===== src/rtl/legv8_pipe_hazard_ctrl.sv =====
// Hazard controller for the pipelined LEGv8 core: a scoreboard of in-flight writers drives
// load-use stalls, branch flushes, registered forwarding selects and stall/flush counters.
module legv8_pipe_hazard_ctrl #(
   parameter  int RA_W     = 5,
   parameter  int STAGES   = 3,
   parameter  int LOAD_LAT = 1,
   parameter  int BR_STAGE = 1,
   parameter  int ZERO_REG = 31,
   parameter  int CNT_W    = 32,
   localparam int FW_W     = $clog2(STAGES)
) (
   input  logic                CLOCK,
   input  logic                RESET,
   input  logic                id_valid,
   input  logic [RA_W-1:0]     id_rn,
   input  logic [RA_W-1:0]     id_rm,
   input  logic                id_use_rn,
   input  logic                id_use_rm,
   input  logic [RA_W-1:0]     id_rd,
   input  logic                id_reg_write,
   input  logic                id_mem_read,
   input  logic                branch_taken,
   output logic                pc_write,
   output logic                ifid_write,
   output logic                ifid_flush,
   output logic                idex_bubble,
   output logic [BR_STAGE-1:0] kill,
   output logic [FW_W-1:0]     fwd_a,
   output logic [FW_W-1:0]     fwd_b,
   output logic [CNT_W-1:0]    stall_cnt,
   output logic [CNT_W-1:0]    flush_cnt
);

   localparam logic [RA_W-1:0] ZR = RA_W'(ZERO_REG);

   logic [STAGES-1:0] sbV;
   logic [STAGES-1:0] sbWr;
   logic [STAGES-1:0] sbLd;
   logic [RA_W-1:0]   sbRd [STAGES];

   logic            hitA;
   logic            hitB;
   int              idxA;
   int              idxB;
   logic            loadUse;
   logic            stall;
   logic            bubble;
   logic [FW_W-1:0] fwdNextA;
   logic [FW_W-1:0] fwdNextB;

   // Scanning from the oldest entry down leaves the youngest match in hit/idx.
   always_comb begin
      // NOTE: every combinational output gets a default first so no path can infer a latch.
      hitA = 1'b0;
      hitB = 1'b0;
      idxA = 0;
      idxB = 0;
      for (int k = STAGES - 1; k >= 0; k--) begin
         if (sbV[k] && sbWr[k] && id_use_rn && (id_rn != ZR) && (sbRd[k] == id_rn)) begin
            hitA = 1'b1;
            idxA = k;
         end
         if (sbV[k] && sbWr[k] && id_use_rm && (id_rm != ZR) && (sbRd[k] == id_rm)) begin
            hitB = 1'b1;
            idxB = k;
         end
      end
   end

   always_comb begin
      loadUse  = id_valid && ((hitA && sbLd[idxA] && (idxA < LOAD_LAT)) ||
                              (hitB && sbLd[idxB] && (idxB < LOAD_LAT)));
      stall    = loadUse && !branch_taken;
      bubble   = stall || branch_taken;
      fwdNextA = (hitA && (idxA <= STAGES - 2)) ? FW_W'(idxA + 1) : '0;
      fwdNextB = (hitB && (idxB <= STAGES - 2)) ? FW_W'(idxB + 1) : '0;
   end

   assign pc_write    = !stall;
   assign ifid_write  = !stall;
   assign ifid_flush  = branch_taken;
   assign idex_bubble = bubble;
   assign kill        = {BR_STAGE{branch_taken}};

   always_ff @(posedge CLOCK or posedge RESET) begin
      if (RESET) begin
         sbV       <= '0;
         sbWr      <= '0;
         sbLd      <= '0;
         fwd_a     <= '0;
         fwd_b     <= '0;
         stall_cnt <= '0;
         flush_cnt <= '0;
      end else begin
         // A taken branch squashes everything younger than the branch as it advances.
         for (int k = STAGES - 1; k > 0; k--) begin
            sbV[k]  <= sbV[k-1] && !(branch_taken && ((k - 1) < BR_STAGE));
            sbWr[k] <= sbWr[k-1];
            sbLd[k] <= sbLd[k-1];
         end
         sbV[0]  <= id_valid && !bubble;
         sbWr[0] <= id_reg_write && (id_rd != ZR);
         sbLd[0] <= id_mem_read;

         fwd_a <= (bubble || !id_valid) ? '0 : fwdNextA;
         fwd_b <= (bubble || !id_valid) ? '0 : fwdNextB;

         if (stall && (stall_cnt != '1))
            stall_cnt <= stall_cnt + CNT_W'(1);
         if (branch_taken && (flush_cnt != '1))
            flush_cnt <= flush_cnt + CNT_W'(1);
      end
   end

   // NOTE: destination fields carry no reset; an entry's valid bit qualifies them.
   always_ff @(posedge CLOCK) begin
      for (int k = STAGES - 1; k > 0; k--)
         sbRd[k] <= sbRd[k-1];
      sbRd[0] <= id_rd;
   end

endmodule

===== config.mk =====
export PLATFORM = sky130hd
export DESIGN_NAME = legv8_pipe_hazard_ctrl
export DESIGN_NICKNAME = d
export VERILOG_FILES = /design/src/rtl/legv8_pipe_hazard_ctrl.sv
export SDC_FILE = /design/constraint.sdc
export NUM_CORES = 1
export LEC_CHECK = 0
export CAP_MARGIN = 20
export CORE_ASPECT_RATIO = 0.9
export CORE_MARGIN = 8
export CORE_UTILIZATION = 35
export DETAILED_ROUTE_END_ITERATION = 7
export GPL_TIMING_DRIVEN = 0
export SYNTH_ARGS = -nofsm -noshare
export SYNTH_HDL_FRONTEND = slang
export SYNTH_SLANG_ARGS = --single-unit

===== constraint.sdc =====
create_clock -name CLOCK -period 3.45 [get_ports CLOCK]
set_clock_uncertainty 0.15 [all_clocks]
set_input_delay 0.345 -clock CLOCK [delete_from_list [all_inputs] [get_ports CLOCK]]
set_output_delay 0.345 -clock CLOCK [all_outputs]
set_load 0.01 [all_outputs]

After elaboration in Yosys (flattened, before gate mapping)

Memory sizes are Yosys's and may differ from the RTL's.
Index checks and enable logic that the tools add are counted.
Widths: inputs -> output; s select.

Flip-flop bits (word level): 77
Memory bits (writable): 15
Output and inout port bits: 73
Word-level logic and storage cells: 92
Memories kept: 1

Memories:

| memory | depth | bits a word | read ports | clocked after memory_dff | write ports | RTL line | text |
|---|---|---|---|---|---|---|---|
| sbRd   | 3     | 5           | 3          | 0                        | 3           | 39       | `logic [RA_W-1:0] sbRd [STAGES];` |

$add $sub $neg: 4
$lt $le $gt $ge: 6
Eq/ne operators: 11
Mux-type cells: 22
Reduce and logical (&&, ||, !) cells: 41

Operators by type and width:

| kind                  | number |
|---|---|
| $add 32x1->32 const B | 2 |
| $le 32x2->1 const B   | 2 |
| $lt 32x2->1 const B   | 2 |
| $lt 32x4->1 const B   | 2 |
| $ne 32x32->1 const B  | 2 |
| $logic_and 1x1->1     | 34 |
| $eq 5x5->1            | 6 |
| $mux 2                | 10 |
| $ne 5x5->1 const B    | 3 |
| $mux 1                | 10 |
| $add 2x2->2 const B   | 2 |
| $bmux 1 s2            | 2 |
| $logic_not 1->1       | 4 |
| $logic_or 1x1->1      | 3 |

Longest topological paths before layout

Depth after elaboration: 18
Depth in mapped cells: 12
Mapped depth without buffers: 11

Worst setup path after synthesis

OpenSTA, ideal clock, no wires.

Kind: input to output
Start: input id_rn[0]
End: output idex_bubble
Data arrival time: 2.357 ns
Slack: 0.598 ns
Stages on the path: 11
Cell sequence: xor2_1 > nor4_2 > nand2_1 > nor3_1 > inv_1 > ha_1 > and3_1 > a211oi_2 > nor2_2 > buf_2 > a21o_1

Word-level cells in the longest chain between the ends: 15
Elaborated cells on any way between the ends: 26

Ends and longest elaborated chain:

| what                                                 | RTL line | text |
|---|---|---|
| start, declared                                      | 15       | `input logic [RA_W-1:0] id_rn,` |
| branches (longest 10 deep; another with $lt 32x2->1) | n/a      |  |
| $logic_and 1x1->1 *                                  | 71       | `loadUse = id_valid && ((hitA && sbLd[idxA] && (idxA < LOAD_LAT)) \|\|` |
| $logic_or 1x1->1 *                                   | 71       |  |
| $logic_and 1x1->1 *                                  | 71       |  |
| $logic_and 1x1->1 *                                  | 73       | `stall = loadUse && !branch_taken;` |
| $logic_or 1x1->1 *                                   | 74       | `bubble = stall \|\| branch_taken;` |
| end, declared                                        | 26       | `output logic idex_bubble,` |

Every way passes the cells marked *. The select of a mux whose other input is x is not followed.

Worst setup path after layout

Start: input id_rn[3]
End: output idex_bubble

Same word-level chain as after synthesis.

==> results.tsv <==
metric	value	unit
initial core utilization	35.63	%
CP cell instances	dlygate4sd2_1 > xor2_1 > nor4_2 > nor3b_2 > nand2_1 > ha_2 > and3_4 > a211oi_4 > buf_4 > nor2_4 > a21o_1 > buf_2	
#FFs+latches synth	92	
post-synthesis instance total	384	
first-pass GRT wire length	17.79	mm
Max VDD drop	0.2771	mV
Worst slew margin	45.84	%
worst skew pair latency	340	ps
Util after Layout	49.48	%
Worst-Margin Slew	806.2	ps
Hold WC Path Type	in -> async	
CTS clk-pin slew, worst paths	60	ps
buffers added on ports	95	
per-cell routed wire length	15.77	µm
nets	533	
syn_nets	411	
drt initial violations	160	
final setup fails	0	
Site Rows	38	
hpwl dp	7.816	mm
# Max-Cap Violations	0	
Total GRT Usage	13.61	%
Worst Setup Start Kind	input pin	
Tmin final	3272	ps
Placed Cells	640	
crit path capture type	output port	
CTS Hold Buffers Added	0	
post-synthesis sequential area ratio	52.17	%
Metal-1 WL	4.638	mm
crit path DAT	2780	ps
vias in the first global route	3477	
Vias per Instance	4.842	
ys async rst share	83.70	%
final max-slew violation count	0	
CP Data Required Time	2950	ps
Synth Warn #	0	
# fillers	1115	
highest clock rate	305.6	MHz
FF-to-FF End	stall_cnt[7]	
Final Cycle Share	94.85	%
Post-synth top flop	dfrtp_1	
Reg2Reg Depth	14	
Critical Path Source	id_rn[3]	
Worst Setup EP	idex_bubble	
CP max stage cell	nor4_2	
die footprint	15990	µm²
clock buffer depth	2	
CTS Sinks	92	
Num CTS Buffers	9	
remaining routing DRC violations	0	
Antenna Violating Nets Remaining	0	
First-pass DRT Iterations	4	
flop2flop setup slack	410	ps
CTS tree	done	
# diodes	0	
largest net degree at the start of global routing	60	
clock root cell	clkbuf_16	
top routing layer in use	met5	
Crit Path Max Fanout	6	
gpl congestion	0.7917	
final count of hold timing violations	0	
overall power	0.002513	W
Vias	3249	
number of synthesized flops with an enable pin	0	
Layout area overhead	38.86	%
# H-tree levels	3	
met2 wire length	4.961	mm
worst r2r src	sbRd[0][5]	
grt total ovfl	0	
post-synth cell types	51	
total wire length	10.58	mm
initial antenna violation count	1	
met3 wire length	834	µm
Mapped Area	4269	µm²
Cell Count, Final, Fillers Out	671	
RSZ-0062 raised after global routing	false	
core footprint	11980	µm²
critical path type	in -> out	
cell leakage power	2.492	nW
io pins	96	
status	finished clean	
Avg Cell Area, Syn	11.12	µm²
slowest stage delay, CP	320	ps
PD cells	423.9	nW/µm²
Die W	132.4	µm
share of layout cells above drive strength 1	14.87	%
Die Height	120.8	µm
==> per-stage QoR <==
| step | hold WS, ps | setup slack [ps] | TNS [ps] | area (µm²) |
|---|---|---|---|---|
| 2_1_floorplan | 203.5 | 598.3 | 0 | 4269 |
| 3_5_place_dp | 219.8 | -914.7 | -7558 | 5450 |
| 6_report | 153.9 | 177.7 | 0 | 5928 |
| 4_1_cts | 156.6 | 2.884 | 0 | 5903 |
| 5_1_grt | 177.2 | 20.70 | 0 | 5928 |
| 3_3_place_gp | 215.8 | -896.7 | -36170 | 5420 |
==> placed cells by master, fill, tap and decap left out, types with 11 or more instances in the layout <==
cell type and count:
and3_1 14, buf_4 18, clkbuf_16 11, clkdlybuf4s50_1 87, dfrtp_1 77, nand2_1 37
nand3_1 36, nand4_1 17, nor2_1 19, xnor2_1 56, xor2_1 30
==> cells by family after synthesis <==
family | Yosys count | synth area share (%)
compound gates | 15 | 3.312
xor+xnor | 86 | 17.64
buf+inv | 12 | 1.583
flops | 92 | 52.17
simple gates | 172 | 23.36
mux | 3 | 0.7620
fa+ha+maj | 4 | 1.172
==> final cells by class <==
type	instances	area, µm²	share of cell area, %
inverters	5	21.27	0.3588
clock inverters	4	26.28	0.4432
multi-input cells	280	2028	34.21
clock buffers	12	289.0	4.875
flip-flops and latches	92	2233	37.67
well taps	160	200.2	3.377
repair buffers	112	1086	18.32
plain buffers	6	43.79	0.7387
==> flip-flops by register name (all words and copies together), names as in the netlist <==
register   flops
flush_cnt     32
sbWr           3
fwd_a          2
sbV            3
stall_cnt     32
sbRd          15
fwd_b          2
sbLd           3
==> where the power goes <==
part           internal (W)  switching, W
registers           0.00113     0.0000688
clock network      0.000596      0.000416
logic              0.000162      0.000139
total               0.00189      0.000624
==> timing repair <==
action                                  in CTS  in global routing
pin swaps                                    9                  9
endpoints found under the setup margin       3                  3
setup buffers                               12                  4
gates resized for setup                     26                  6
==> metal layers <==
metal / vias to the layer above / global-route usage [%]
met1: 1566 / 16.83
met4: 2 / 3.898
li1: 1583 / -
met2: 85 / 21.49
met3: 13 / 5.597
met5: - / 0
==> cell usage after synthesis (all sizes together), types with 2 or more instances <==
cell type / instances / share of area [%]
buf: 7 / 1.1
or4: 2 / 0.35
nor3: 12 / 1.9
nand3: 37 / 4.5
nand4: 17 / 2.5
and4: 4 / 0.88
o21ai: 2 / 0.32
mux2: 2 / 0.53
nand2: 37 / 3.3
nor4: 12 / 3.0
nor3b: 2 / 0.47
or2: 3 / 0.44
xor2: 30 / 6.2
a21oi: 2 / 0.23
and2: 3 / 0.44
ha: 4 / 1.2
dfxtp: 15 / 7.0
dfrtp: 77 / 45
nand2b: 2 / 0.29
and3: 16 / 2.4
inv: 5 / 0.44
nor2: 21 / 2.0
xnor2: 56 / 11
o21a: 3 / 0.53
==> worst min-delay path by stage <==
stage | slack [ps] | start | endpoint
floorplan | 200 | sbWr[0] | sbWr[1]
global placement | 220 | sbV[1] | sbV[2]
detailed placement | 220 | sbWr[0] | sbWr[1]
CTS | 160 | RESET | stall_cnt[29]
global route | 180 | RESET | sbLd[0]
finish | 150 | RESET | sbLd[0]
==> worst max-delay path, delay by kind of cell <==
family,cells,cell delay (ps)
AND/OR/NAND/NOR,5,1010
XOR/XNOR,1,170
AO/OA/AOI/OAI,2,430
adder cells (fa/ha/maj),1,220
buffers and inverters,3,600
(Power assumes the default switching activity.)
